`config.mk`:
```
export PLATFORM = sky130hd
export DESIGN_NAME = fwd_result_pipe
export DESIGN_NICKNAME = d
export VERILOG_FILES = /design/src/rtl/fwd_result_pipe_pkg.sv /design/src/rtl/fwd_stage_reg.sv /design/src/rtl/fwd_result_pipe.sv
export SDC_FILE = /design/constraint.sdc
export NUM_CORES = 1
export LEC_CHECK = 0
export CAP_MARGIN = 5
export CORE_MARGIN = 5
export CORE_UTILIZATION = 37
export DETAILED_ROUTE_END_ITERATION = 10
export GPL_TIMING_DRIVEN = 1
export PLACE_DENSITY = 0.84
export RECOVER_POWER = 25
export SYNTH_ARGS = -nofsm -noshare
export SYNTH_HDL_FRONTEND = slang
export SYNTH_SLANG_ARGS = --single-unit
```
`constraint.sdc`:
```
create_clock -name i_clock -period 1.7 [get_ports i_clock]
set_clock_uncertainty 0.1 [all_clocks]
set_input_delay 0.425 -clock i_clock [delete_from_list [all_inputs] [get_ports i_clock]]
set_output_delay 0.425 -clock i_clock [all_outputs]
set_load 0.05 [all_outputs]
```
`src/rtl/fwd_result_pipe_pkg.sv`:
```
// Shared definitions for the forwarding result pipeline: select codes, default widths
// and the stage-entry layout.
package fwd_result_pipe_pkg;

    localparam int unsigned XLEN_DEF   = 32;
    localparam int unsigned REG_AW_DEF = 5;

    localparam logic [2:0] FWD_RF       = 3'b000;
    localparam logic [2:0] FWD_EX       = 3'b001;
    localparam logic [2:0] FWD_MEM_ALU  = 3'b010;
    localparam logic [2:0] FWD_MEM_LOAD = 3'b011;
    localparam logic [2:0] FWD_WB       = 3'b100;

    typedef struct packed {
        logic [REG_AW_DEF-1:0] rd;
        logic                  regwrite;
        logic                  load;
        logic [XLEN_DEF-1:0]   data;
    } stage_entry_t;

endpackage

```
`src/rtl/fwd_stage_reg.sv`:
```
// One pipeline stage entry (rd, regwrite, load, data) with asynchronous clear and a
// bubble input that loads an empty entry instead of the incoming fields.
module fwd_stage_reg
    import fwd_result_pipe_pkg::*;
#(
    parameter int unsigned AW = REG_AW_DEF,
    parameter int unsigned DW = XLEN_DEF
) (
    input  logic          i_clock,
    input  logic          i_reset_n,
    input  logic          i_bubble,
    input  logic [AW-1:0] i_rd,
    input  logic          i_regwrite,
    input  logic          i_load,
    input  logic [DW-1:0] i_data,
    output logic [AW-1:0] o_rd,
    output logic          o_regwrite,
    output logic          o_load,
    output logic [DW-1:0] o_data
);

    logic [AW-1:0] r_rd;
    logic          r_regwrite;
    logic          r_load;
    logic [DW-1:0] r_data;

    always_ff @(posedge i_clock or negedge i_reset_n) begin
        if (!i_reset_n) begin
            r_rd       <= '0;
            r_regwrite <= 1'b0;
            r_load     <= 1'b0;
            r_data     <= '0;
        end else if (i_bubble) begin
            r_rd       <= '0;
            r_regwrite <= 1'b0;
            r_load     <= 1'b0;
            r_data     <= '0;
        end else begin
            r_rd       <= i_rd;
            r_regwrite <= i_regwrite;
            r_load     <= i_load;
            r_data     <= i_data;
        end
    end

    assign o_rd       = r_rd;
    assign o_regwrite = r_regwrite;
    assign o_load     = r_load;
    assign o_data     = r_data;

endmodule

```
`src/rtl/fwd_result_pipe.sv`:
```
// EX/MEM/WB result tags and data for operand forwarding, plus the operand select mux.
// Define FWD_WB_BYPASS_EN to let select code 100 forward WB data instead of rf data.
module fwd_result_pipe
    import fwd_result_pipe_pkg::*;
#(
    parameter int unsigned XLEN   = XLEN_DEF,
    parameter int unsigned REG_AW = REG_AW_DEF
) (
    input  logic              i_clock,
    input  logic              i_reset_n,
    input  logic              i_issue_valid,
    input  logic [REG_AW-1:0] i_issue_rd,
    input  logic              i_issue_regwrite,
    input  logic              i_issue_load,
    input  logic              i_pc_en,
    input  logic              i_flush,
    input  logic [XLEN-1:0]   i_ex_result,
    input  logic [XLEN-1:0]   i_mem_load_data,
    input  logic [2:0]        i_forward_a,
    input  logic [2:0]        i_forward_b,
    input  logic [XLEN-1:0]   i_rf_rs1_data,
    input  logic [XLEN-1:0]   i_rf_rs2_data,
    output logic [REG_AW-1:0] o_rd_ex,
    output logic [REG_AW-1:0] o_rd_mem,
    output logic [REG_AW-1:0] o_rd_wb,
    output logic              o_regwrite_ex,
    output logic              o_regwrite_mem,
    output logic              o_regwrite_wb,
    output logic              o_loadsel_ex,
    output logic              o_loadsel_mem,
    output logic [XLEN-1:0]   o_opa,
    output logic [XLEN-1:0]   o_opb,
    output logic              o_wb_en,
    output logic [REG_AW-1:0] o_wb_rd,
    output logic [XLEN-1:0]   o_wb_data
);

    logic              w_ex_bubble;
    logic [REG_AW-1:0] w_ex_rd, w_mem_rd, w_wb_rd;
    logic              w_ex_regwrite, w_mem_regwrite, w_wb_regwrite;
    logic              w_ex_load, w_mem_load;
    logic [XLEN-1:0]   w_mem_alu, w_wb_data, w_wb_next_data;
    logic [XLEN-1:0]   w_unused_ex_data;
    logic              w_unused_wb_load;

    // flush takes priority: any redirect or stall turns the issue slot into a bubble
    assign w_ex_bubble    = !(i_pc_en && !i_flush && i_issue_valid);
    assign w_wb_next_data = w_mem_load ? i_mem_load_data : w_mem_alu;

    fwd_stage_reg #(.AW(REG_AW), .DW(XLEN)) u_ex (
        .i_clock    (i_clock),
        .i_reset_n  (i_reset_n),
        .i_bubble   (w_ex_bubble),
        .i_rd       (i_issue_rd),
        .i_regwrite (i_issue_regwrite),
        .i_load     (i_issue_load),
        .i_data     ('0),
        .o_rd       (w_ex_rd),
        .o_regwrite (w_ex_regwrite),
        .o_load     (w_ex_load),
        .o_data     (w_unused_ex_data)
    );

    fwd_stage_reg #(.AW(REG_AW), .DW(XLEN)) u_mem (
        .i_clock    (i_clock),
        .i_reset_n  (i_reset_n),
        .i_bubble   (1'b0),
        .i_rd       (w_ex_rd),
        .i_regwrite (w_ex_regwrite),
        .i_load     (w_ex_load),
        .i_data     (i_ex_result),
        .o_rd       (w_mem_rd),
        .o_regwrite (w_mem_regwrite),
        .o_load     (w_mem_load),
        .o_data     (w_mem_alu)
    );

    fwd_stage_reg #(.AW(REG_AW), .DW(XLEN)) u_wb (
        .i_clock    (i_clock),
        .i_reset_n  (i_reset_n),
        .i_bubble   (1'b0),
        .i_rd       (w_mem_rd),
        .i_regwrite (w_mem_regwrite),
        .i_load     (w_mem_load),
        .i_data     (w_wb_next_data),
        .o_rd       (w_wb_rd),
        .o_regwrite (w_wb_regwrite),
        .o_load     (w_unused_wb_load),
        .o_data     (w_wb_data)
    );

    // x0 entries are kept in the stage but never advertised as writers
    assign o_rd_ex        = w_ex_rd;
    assign o_rd_mem       = w_mem_rd;
    assign o_rd_wb        = w_wb_rd;
    assign o_regwrite_ex  = w_ex_regwrite  && (w_ex_rd  != '0);
    assign o_regwrite_mem = w_mem_regwrite && (w_mem_rd != '0);
    assign o_regwrite_wb  = w_wb_regwrite  && (w_wb_rd  != '0);
    assign o_loadsel_ex   = w_ex_load;
    assign o_loadsel_mem  = w_mem_load;

    assign o_wb_en   = o_regwrite_wb;
    assign o_wb_rd   = w_wb_rd;
    assign o_wb_data = w_wb_data;

    always_comb begin
        o_opa = i_rf_rs1_data;
        case (i_forward_a)
            FWD_EX:       o_opa = i_ex_result;
            FWD_MEM_ALU:  o_opa = w_mem_alu;
            FWD_MEM_LOAD: o_opa = i_mem_load_data;
`ifdef FWD_WB_BYPASS_EN
            FWD_WB:       o_opa = w_wb_data;
`else
            FWD_WB:       o_opa = i_rf_rs1_data;
`endif
            default:      o_opa = i_rf_rs1_data;
        endcase
    end

    always_comb begin
        o_opb = i_rf_rs2_data;
        case (i_forward_b)
            FWD_EX:       o_opb = i_ex_result;
            FWD_MEM_ALU:  o_opb = w_mem_alu;
            FWD_MEM_LOAD: o_opb = i_mem_load_data;
`ifdef FWD_WB_BYPASS_EN
            FWD_WB:       o_opb = w_wb_data;
`else
            FWD_WB:       o_opb = i_rf_rs2_data;
`endif
            default:      o_opb = i_rf_rs2_data;
        endcase
    end

endmodule

```
Word-level counts from Yosys, hierarchy flattened

Index checks and enable logic that the tools add are counted.

Register bits after elaboration: 84
Word-level logic and storage cells: 31

Equal/unequal tests: 6
Multiplexer cells: 6
Reduce and logical (&&, ||, !) cells: 9

Operators with widths:

| kind                                          | number |
|---|---|
| case mux 32 bit (3 select lines)              | 2 |
| 2-to-1 mux 32 bit                             | 1 |
| nonzero test 5 bit                            | 3 |
| == test 3 x 2 -> 1 bit, second input constant | 4 |
| == test 3 x 1 -> 1 bit, second input constant | 2 |
| logical AND 1 bit                             | 5 |
| 2-to-1 mux 5 bit                              | 1 |
| 2-to-1 mux 1 bit                              | 2 |
| zero test 1 bit                               | 1 |

Logic depth before layout (Yosys ltp)

Gate-level depths: netlist of run 1.

Depth in word-level cells: 4
Gate-level depth with buffers: 6

Hierarchy

A second synthesis of run 1 with hierarchy kept.

Cells, all modules: 664
Area, all modules: 7,013.0 µm²

By module, submodules not included:

| module          | times used | cells each | area each (µm²) |
|---|---|---|---|
| fwd_stage_reg   | 3          | 82         | 1,270.0 |
| fwd_result_pipe | 1          | 418        | 3,203.1 |

Worst setup path after synthesis of run 1

Ideal clock, no wire load.

Path type: input to output
Start: in i_forward_a[2]
End: out o_opa[0]
Arrival: 2,117 ps
Setup slack: -942 ps
Cell stages on the path: 3
Buffers on the path: 1
Path through: and2b_1 > buf_2 > a221oi_1

Cells in the longest elaborated chain, start to end: 2
Elaborated cells on any way between the ends: 4
Those cells by class: eq/ne (3); mux (1)

Ends and longest elaborated chain:

| what                                                                    | line                   | RTL |
|---|---|---|
| start, declared                                                         | fwd_result_pipe.sv:19  | `input logic [2:0] i_forward_a,` |
| == test 3 x 2 -> 1 bit / == test 3 x 1 -> 1 bit (equally long branches) | fwd_result_pipe.sv:108 | `case (i_forward_a)` |
| case mux 32 bit (3 select lines) (*)                                    | fwd_result_pipe.sv:108 |  |
| end, declared                                                           | fwd_result_pipe.sv:31  | `output logic [XLEN-1:0] o_opa,` |

Every way passes the cells marked *; elsewhere a longest branch is shown, timed or not.

Final worst setup path of run 1

Start: reg u_ex.r_rd[2], in the netlist u_ex.o_rd[2]
End: out o_regwrite_ex

Cells in the longest elaborated chain, start to end: 2

Ends and longest elaborated chain:

| what                   | line                  | RTL |
|---|---|---|
| start, declared        | fwd_stage_reg.sv:22   | `logic [AW-1:0] r_rd;` |
| start signal, assigned | fwd_stage_reg.sv:39   | `r_rd <= i_rd;` |
| nonzero test 5 bit     | fwd_result_pipe.sv:96 | `assign o_regwrite_ex = w_ex_regwrite && (w_ex_rd != '0);` |
| logical AND 1 bit      | fwd_result_pipe.sv:96 |  |
| end, declared          | fwd_result_pipe.sv:26 | `output logic o_regwrite_ex,` |

No other way between the ends.

==> results.sh, run 1 <==
export IMPL_status="complete, but fails checks"
export IMPL_dr_total_vias=6382
export IMPL_wl_um=34790
export IMPL_die_h_um=128.1
export IMPL_cts_buffer_depth=2
export IMPL_fin_util=0.9346
export IMPL_nets=1004
export IMPL_fin_setup_tns_ns=-25.22
export IMPL_clock_fmax_ghz=0.4532
export IMPL_grtUsageMet2=0.6962
export IMPL_rows=43
export IMPL_max_slew_margin=0.6313
export IMPL_syn_area_um2=5162
export IMPL_power_uw=8737
export IMPL_critPathMaxFanout=2
export IMPL_peakVddDrop_mv=0.5146
export IMPL_ys_seq_area_frac=0.4072
export IMPL_grt_busiest_layer="met2"
export IMPL_worst_slack_ns=-0.5067
export IMPL_use_met3=0.1258
export IMPL_cts_inserted_buffers=9
export IMPL_syn_num_nets=617
export IMPL_yosysWarnings=0
export IMPL_drc=0
export IMPL_viasPerCell=6.084
export IMPL_finalMaxSlewViolations=0
export IMPL_clk_latency_ns=0.35
export IMPL_grt_pass1_wl_um=47130
export IMPL_period_needed_ns=2.207
export IMPL_use_met1=0.3812
export IMPL_port_buffers=267
export IMPL_synth_cells=471
export IMPL_syn_avg_cell_area_um2=10.96
export IMPL_finalHoldViolCount=0
export IMPL_start_util=0.3748
export IMPL_cts_root_buf="clkbuf_16"
export IMPL_clk_pin_slew_ns=0.07
export IMPL_synth_largest_area_cell="dfrtp_1"
export IMPL_most_common_layout_cells="139 x buf_12, 86 x dlygate4sd2_1, 83 x buf_4"
export IMPL_grt_max_degree=49
export IMPL_ys_ff_latch=84
export IMPL_ant_nets=0
export IMPL_p_leak_uw=0.005322
export IMPL_synth_cell_types=24
export IMPL_cts_tree="built"
export IMPL_drv_cap=0
export IMPL_critPathLaunch="u_ex.o_rd[2]"
export IMPL_grt_pass1_vias=7275
export IMPL_rr_startpoint="u_mem.o_load"
export IMPL_place_gp_congestion=0.8487
export IMPL_p_per_area_nw_per_um2=678.7
export IMPL_critPathLaunchType="register"
export IMPL_dr_first_iter_drc_count=526
export IMPL_antenna_found_initial=7
export IMPL_tightest_slew_ns=0.5530
export IMPL_violations="negative setup slack"
export IMPL_coreArea_um2=13770
export IMPL_drive_gt1_frac=0.6756
export IMPL_die_area_um2=16410
export IMPL_min_from="u_ex.o_regwrite"
export IMPL_rsz0062_at_grt="yes"
export IMPL_wl_per_cell_um=33.16
export IMPL_pre_cts_ws_ns=-0.7616
export IMPL_worstPathRequired_ns=1.17
export IMPL_cts_max_level=3
export IMPL_period_share=1.298
export IMPL_clock_sinks=84
export IMPL_die_width_um=128.1
export IMPL_cp_arrival_ns=1.68
export IMPL_grt_total_usage=0.3873
export IMPL_synth_top_area_frac=0.4072
export IMPL_hold_ws_ns=0.3091
export IMPL_hpwl_um=18350
export IMPL_crit_type="register to primary output"
export IMPL_final_common_cell="buf_12"
export IMPL_grt_ovfl_total=0
export IMPL_hold_class="register to register"
export IMPL_cp_end_kind="primary output"
export IMPL_synthTopCellsByArea="dfrtp_1 41%, mux2_4 8.1%, nor2b_1 8.0%"
export IMPL_finalSetupViolCount=68
export IMPL_num_io_pins=268
export IMPL_area_growth_pct=149.3
export IMPL_drt_pass1_iterations=4
## metal layers
layer | part of all wire | wire length [µm]
met1 | 0.33 | 11550
met2 | 0.51 | 17800
met3 | 0.083 | 2870
met4 | 0.073 | 2556
met5 | 0.00037 | 13
## state kept, by name, summed over array words and instances, names as in the netlist
name / flops
u_ex.o_rd: 5
u_ex.o_load: 1
u_wb.o_data: 32
u_wb.o_rd: 5
u_ex.o_regwrite: 1
u_mem.o_load: 1
u_mem.o_data: 32
u_mem.o_regwrite: 1
u_mem.o_rd: 5
u_wb.o_regwrite: 1
## worst max-delay path, stage by stage, from the launching register on
cell	delay (ns)
dfrtp_2	0.42
or4_4	0.55
o21a_4	0.22
buf_6	0.15
## cells in the mapped netlist
cell	n
nor2b_1	66
a21oi_1	32
and3b_1	1
nor2_1	33
o21ba_4	1
o21ai_1	30
o21a_1	3
and2b_1	1
dfrtp_1	84
mux2_1	2
o21ai_0	2
buf_4	9
a221oi_2	18
clkbuf_1	14
buf_6	6
a22oi_1	32
or4_1	3
buf_8	2
mux2_4	28
and2_1	7
mux2_2	34
a221oi_1	14
mux2i_1	32
buf_2	17
## final timing paths
check	slack (ns)	end	depth (start not counted)
max	-0.51	o_regwrite_ex	3
min	0.31	u_mem.o_regwrite	0
max reg2reg	0.40	u_wb.o_data[11]	2
min reg2reg	0.31	u_mem.o_regwrite	0
max in group asynchronous	0.50	u_mem.o_data[9]	3
min in group asynchronous	0.49	u_mem.o_data[26]	3
## repair_timing
action,CTS,global route
pin swaps,74,16
cloned,14,0
hold buffers,1,0
resized for setup,269,20
hold endpoints to repair,48,0
setup buffers,41,6
endpoints found under the setup margin,68,71
## through the flow
stage | cell area [µm²] | cells
2_1_floorplan | 6761 | 471
3_3_place_gp | 11360 | 972
3_5_place_dp | 11360 | 972
4_1_cts | 12960 | 1044
5_1_grt | 12870 | 1049
6_report | 12870 | 1049
## report_power, final
group | internal [µW] | leakage, µW | total, µW | switching [µW]
Clock | 1320 | 0.000159 | 2320 | 1000
Combinational | 2020 | 0.00416 | 4220 | 2200
Sequential | 2100 | 0.00100 | 2190 | 96.7
## layout make-up
cell class | instances | area (µm²)
Timing Repair Buffer | 424 | 5459
Multi-Input combinational cell | 339 | 4728
Sequential cell | 84 | 2115
Fill cell | 366 | 900.9
Clock buffer | 9 | 225.2
Tap cell | 180 | 225.2
Clock inverter | 7 | 105.1
Antenna cell | 6 | 15.01
## logic make-up (layout without fill, tap and decap cells)
kind of cell | count (synthesis) | in the layout | share of synthesized area
AOI/OAI and AO/OA | 132 | 132 | 0.1922
buffers and inverters | 48 | 440 | 0.05865
DFF | 84 | 84 | 0.4072
muxes | 96 | 96 | 0.2220
other | 0 | 6 | 0
and+or+nand+nor | 111 | 111 | 0.1200
(Power assumes the default switching activity.)
==> run 2, diff against run 1 <==
--- a/config.mk
+++ b/config.mk
@@ -5,6 +5,7 @@
 export SDC_FILE = /design/constraint.sdc
 export NUM_CORES = 1
 export LEC_CHECK = 0
+export ABC_CLOCK_PERIOD_IN_PS = 1700
 export CAP_MARGIN = 5
 export CORE_MARGIN = 5
 export CORE_UTILIZATION = 37
==> results of run 2 <==
Final layout, timing and power as in run 1 (identical DEF).
